[config.mk]
export PLATFORM = sky130hd
export DESIGN_NAME = program_readback
export DESIGN_NICKNAME = d
export VERILOG_FILES = /design/src/rtl/program_readback.sv
export SDC_FILE = /design/constraint.sdc
export NUM_CORES = 1
export LEC_CHECK = 0
export ABC_AREA = 1
export BUFFER_PORTS_ARGS = -buffer_cell sky130_fd_sc_hd__buf_2
export CAP_MARGIN = 20
export CORE_AREA = 2 2 59 61
export CTS_BUF_LIST = sky130_fd_sc_hd__clkbuf_4 sky130_fd_sc_hd__clkbuf_8
export DETAILED_ROUTE_END_ITERATION = 8
export DIE_AREA = 0 0 61 63
export HOLD_SLACK_MARGIN = 0.1
export PLACE_DENSITY = 0.9
export SLEW_MARGIN = 20
export SYNTH_ARGS = -nofsm -noshare
export SYNTH_HDL_FRONTEND = slang
export SYNTH_SLANG_ARGS = --single-unit
[constraint.sdc]
create_clock -name clk_i -period 1.7 [get_ports clk_i]
set_input_delay 0.34 -clock clk_i [delete_from_list [all_inputs] [get_ports clk_i]]
set_output_delay 0.34 -clock clk_i [all_outputs]
set_load 0.02 [all_outputs]
[src/rtl/program_readback.sv]
// Streams instruction memory words START_INDEX..END_INDEX out on a valid/ready port,
// restoring the byte order that the downloader reversed.
//
// state   | meaning
// IDLE    | waiting for start
// READ    | read strobe issued for idx
// CAPTURE | memory data arrives, latched byte-swapped
// PRESENT | word offered until consumer takes it
// FINISH  | one-cycle done pulse
module program_readback #(
  parameter int unsigned ADDR_W      = 8,
  parameter int unsigned DATA_W      = 16,
  parameter int unsigned START_INDEX = 10,
  parameter int unsigned END_INDEX   = 22
) (
  input  logic              clk_i,
  input  logic              rst_n_i,
  input  logic              start_i,
  output logic              rd_en_o,
  output logic [ADDR_W-1:0] rd_index_o,
  input  logic [DATA_W-1:0] rd_data_i,
  output logic              out_valid_o,
  input  logic              out_ready_i,
  output logic [DATA_W-1:0] out_data_o,
  output logic [ADDR_W-1:0] out_index_o,
  output logic              busy_o,
  output logic              done_o
);

  localparam int unsigned HALF_W = DATA_W / 2;
  localparam logic [ADDR_W-1:0] START_IDX = ADDR_W'(START_INDEX);
  localparam logic [ADDR_W-1:0] END_IDX   = ADDR_W'(END_INDEX);
  localparam bit EMPTY_PASS = (START_INDEX > END_INDEX);

  typedef enum logic [2:0] {
    IDLE    = 3'd0,
    READ    = 3'd1,
    CAPTURE = 3'd2,
    PRESENT = 3'd3,
    FINISH  = 3'd4
  } state_t;

  state_t            state_q, state_d;
  logic [ADDR_W-1:0] idx_q, idx_d;
  logic [DATA_W-1:0] out_data_q, out_data_d;
  logic [ADDR_W-1:0] out_index_q, out_index_d;
  logic [DATA_W-1:0] swapped;

  assign swapped = {rd_data_i[HALF_W-1:0], rd_data_i[DATA_W-1:HALF_W]};

  always_comb begin
    state_d     = state_q;
    idx_d       = idx_q;
    out_data_d  = out_data_q;
    out_index_d = out_index_q;
    rd_en_o     = 1'b0;
    rd_index_o  = '0;
    out_valid_o = 1'b0;
    busy_o      = 1'b0;
    done_o      = 1'b0;

    case (state_q)
      IDLE: begin
        if (start_i) begin
          if (EMPTY_PASS) begin
            state_d = FINISH;
          end else begin
            idx_d   = START_IDX;
            state_d = READ;
          end
        end
      end

      READ: begin
        rd_en_o    = 1'b1;
        rd_index_o = idx_q;
        busy_o     = 1'b1;
        state_d    = CAPTURE;
      end

      CAPTURE: begin
        busy_o      = 1'b1;
        out_data_d  = swapped;
        out_index_d = idx_q;
        state_d     = PRESENT;
      end

      PRESENT: begin
        busy_o      = 1'b1;
        out_valid_o = 1'b1;
        if (out_ready_i) begin
          // Compare before incrementing so END_INDEX at the top of the range never wraps.
          if (idx_q == END_IDX) begin
            state_d = FINISH;
          end else begin
            idx_d   = idx_q + 1'b1;
            state_d = READ;
          end
        end
      end

      FINISH: begin
        done_o  = 1'b1;
        state_d = IDLE;
      end

      default: begin
        state_d = IDLE;
      end
    endcase
  end

  always_ff @(posedge clk_i) begin
    if (!rst_n_i) begin
      state_q     <= IDLE;
      idx_q       <= START_IDX;
      out_data_q  <= '0;
      out_index_q <= '0;
    end else begin
      state_q     <= state_d;
      idx_q       <= idx_d;
      out_data_q  <= out_data_d;
      out_index_q <= out_index_d;
    end
  end

  assign out_data_o  = out_data_q;
  assign out_index_o = out_index_q;

endmodule

### After elaboration in Yosys (flattened, before gate mapping)

Cells that the tools add are included.

* output and inout port bits: 36
* input port bits: 20
* register bits: 35

* $add $sub $neg: 1
* multiplexer cells: 13
* equality and inequality tests: 8
* reductions and logical operators: 5

Operators by type and width (count)
* 2-to-1 mux 8 bit: 4
* one-hot mux 8 bit (2 select lines): 1
* one-hot mux 3 bit (4 select lines): 1
* 2-to-1 mux 3 bit: 3
* adder 8 x 1 -> 8 bit (second input constant): 1
* equality test 8 x 5 -> 1 bit (second input constant): 1
* equality test 3 x 2 -> 1 bit (second input constant): 2
* != test 2 bit (second input constant): 3
* 2-to-1 mux 1 bit: 4
* AND reduction 4 bit: 1
* equality test 3 x 1 -> 1 bit (second input constant): 1
* equality test 3 bit (second input constant): 1
* zero test 3 bit: 1
* OR reduction 3 bit: 1
* AND reduction 2 bit: 1
* nonzero test 2 bit: 1

### Depth between registers and ports, before layout

* depth in word-level cells: 4
* gate-level depth with buffers: 10

### Worst setup path before layout

OpenSTA, ideal clock, no wires.

* path type: reg-to-output
* start point: reg state_q[2]
* end point: out rd_index_o[0]
* arrival time: 1699 ps
* data required time: 1360 ps
* stages on the path, launching flop included: 4
* setup slack: -339 ps
* cell sequence: dfxtp_1 nor3_1 clkinv_1 nor2_1

* longest elaborated chain between the ends: 2

RTL lines
* start, declared: RTL line 43 `state_t state_q, state_d;`
* start signal, assigned: RTL line 120 `state_q <= state_d;`
* equality test 3 x 1 -> 1 bit: RTL line 62 `case (state_q)`
* 2-to-1 mux 8 bit: RTL line 62
* end, declared: RTL line 20 `output logic [ADDR_W-1:0] rd_index_o,`

No other way between the ends.

### Worst setup path after layout

* start point: reg state_q[1]
* end point: out rd_index_o[6]

The elaborated chain is that of the path after synthesis.

==> metrics <==
critical path cell sequence nor3_4 > buf_4 > inv_4 > nor2_1 > buf_4; fin util 0.663; Die Height roughly 63 um; largest cells by area after synthesis dfxtp_1 45%, nor2_1 12%, o21ai_0 8.3%, nand2_1 6.7%, a21oi_1 4.5%; sw frac 0.327; pre-CTS setup slack approximately 150 ps; synth warn 0; Logic pwr share 0.269; final wirelength between 4000 and 5000 um; PortBufs between 50 and 60; DR WL met2 about 2400 um; Mapped Area between 1500 and 2000 um^2; actual slew at the worst max-slew pin ~300 ps; Seq/Total Area, Yosys 0.449; Fin Clk Skew ~8.7 ps; layout cells sized above 1 0.355; Seq pwr share 0.406; Clock Sinks 35; Clock Pin Slew Worst Setup and Hold Paths roughly 120 ps; P_int between 1.5 and 2 mW; wire length on met1 around 1700 um; Worst Path Arrival ~1400 ps; Mapped Avg Cell Area between 7 and 8 um^2; Distinct cells, synth 26; Rel. slew slack 0.798; hold crit path type in2reg; period utilization 1.03; setup violators final 2; Clock Tree Buf Depth 2; Synth area leader dfxtp_1; GRT Resource Usage Total 0.248; Worst Path Required roughly 1400 ps; row cnt 21; VDD IR-drop max around 1.1 mV; core area 3230 um^2; worst-path maximum fanout 5; Startpoint Class register; DR DRC count 0; Detail Route met3 WL 379 um; Slew Limit Fails 0; worst hold slack around 200 ps; ant diodes 0; CTS tree done; status finished, violations left; leakage roughly 1 nW; Post-Syn Nets between 200 and 250; dpl hpwl 2790 um; Area Growth Syn to Fin 37.4%; Slowest-stage cell, CP dfxtp_4; post-layout minimum cycle time 1750 ps; Die ar. 3840 um^2; Most Frequent Cell on Critical Path buf_4; via density per instance between 5 and 6; failing checks negative setup slack; clk_lat worst skew ~350 ps; DRT Pass-1 Iters 5; Clock Power Share 0.325; post-route setup slack -47.0 ps; routed len/inst between 10 and 15 um; RSZ-0062 raised after global routing yes; Max Cap Viol 0; critical path's largest stage delay 390 ps; PD cells 1110 nW/um^2; I/O pin cnt 56; Max Freq between 500 and 600 MHz; Initial Util 0.483; H-tree depth 2; Fin Setup TNS -56.8 ps; vias in the first global route approximately 1,600; Routability Congestion between 0.8 and 0.9; Remaining Overflow, GRT 0; share of the synthesized area in the top cell type 0.449; Final Hold Viols 0; Crit. End Element primary output; CP Class reg2out; Psw around 0.78 mW; Antenna Nets Post-Route 0; Cells after Synth roughly 220; clock root buffer master clkbuf_4; largest net degree at the start of global routing 31; Via Count between 1,500 and 2,000; first-pass GRT wire length just over 7000 um; Layout Nets a little over 300; initial antenna violation count 0; initial DRC count 66; total CTS buffers 5; top sig layer met4; die width approximately 60 um; Yosys reg bits 35
-- worst paths after layout --
check | start | to | slack [ps] | cells past startpoint
setup / recovery | state_q[1] | rd_index_o[6] | -50 | 5
hold / removal | rd_data_i[2] | out_data_o[10] | 200 | 3
setup reg to reg | idx_q[0] | idx_q[4] | 40 | 8
hold reg to reg | out_data_o[15] | out_data_o[15] | 520 | 2
-- critical path: cells and delay by family, from the launching register on --
kind          cells  cell delay (ps)
buf+inv           3              360
flops             1              390
simple gates      2              300
-- registers in the layout (all words and copies together) (netlist names) --
name         cells
state_q          3
out_index_o      8
out_data_o      16
idx_q            8
-- logic make-up (layout without fill, tap and decap cells) --
family / count (synthesis) / after routing / synth area share
simple gates: 101 / 101 / 0.295
flops: 35 / 35 / 0.449
compound gates: 47 / 47 / 0.155
fa+ha+maj: 2 / 2 / 0.0160
xor+xnor: 1 / 1 / 0.00561
buf+inv: 30 / 96 / 0.0794
-- Yosys cell counts --
| cell type | count |
|---|---|
| buf_1 | 2 |
| xnor2_1 | 1 |
| nand2_2 | 2 |
| clkinv_1 | 1 |
| ha_1 | 2 |
| nand2_1 | 28 |
| nor3_1 | 4 |
| a21oi_1 | 14 |
| nor2_1 | 51 |
| o21ai_0 | 26 |
| inv_2 | 2 |
| nand3_1 | 8 |
| nor2_8 | 1 |
| buf_2 | 2 |
| nand4_1 | 1 |
| inv_1 | 18 |
| o21ai_1 | 4 |
| nand3_2 | 2 |
| clkbuf_1 | 3 |
| o21ai_2 | 1 |
| dfxtp_1 | 35 |
| buf_4 | 1 |
| nand2_4 | 2 |
| inv_6 | 1 |
| nor2_4 | 2 |
| a31oi_1 | 2 |
-- power groups by stage --
stage	Sequential [mW]	Combinational, mW	Clock, mW
final	0.962	0.638	0.770
after global routing	0.972	0.691	0.810
after CTS	0.959	0.577	0.760
after detailed placement	0.972	0.534	0
after global placement	0.969	0.519	0
after floorplan	1.05	0.275	0
-- through the flow --
step	instances	power, mW	cell area, um^2
finish	328	2.37	2140
global placement	312	1.49	1900
detailed placement	312	1.51	1900
CTS	324	2.30	2060
global route	328	2.47	2140
floorplan	216	1.33	1570
-- cell type report --
class | instances | area [um^2]
well taps | 46 | 57.6
inverters | 22 | 90.1
clock buffers | 5 | 37.5
flip-flops and latches | 35 | 707
repair buffers | 65 | 397
fillers | 227 | 1090
repair inverters | 1 | 6.26
clock inverters | 3 | 67.6
multi-input cells | 151 | 781
-- timing repair --
item	in CTS	in global routing
gates cloned	1	0
hold buffers	0	0
pin swaps	2	2
setup buffers	3	4
endpoints found under the setup margin	8	10
resized for setup	14	17
-- layer usage --
metal | vias to the layer above | track usage
li1 | 821 | -
met1 | 804 | 0.307
met2 | 101 | 0.397
met3 | 22 | 0.0600
met4 | 0 | 0.111
met5 | - | 0
-- layout by cell type (no fill, tap or decap), drive strengths merged --
cell,instances
nand2,32
o21ai,31
nand4,1
nor3,4
inv,23
a21oi,14
xnor2,1
clkbuf,5
nand3,10
a31oi,2
dfxtp,35
clkinvlp,1
ha,2
buf,65
bufinv,2
nor2,54
No activity file was read; power rests on OpenSTA's default activity.
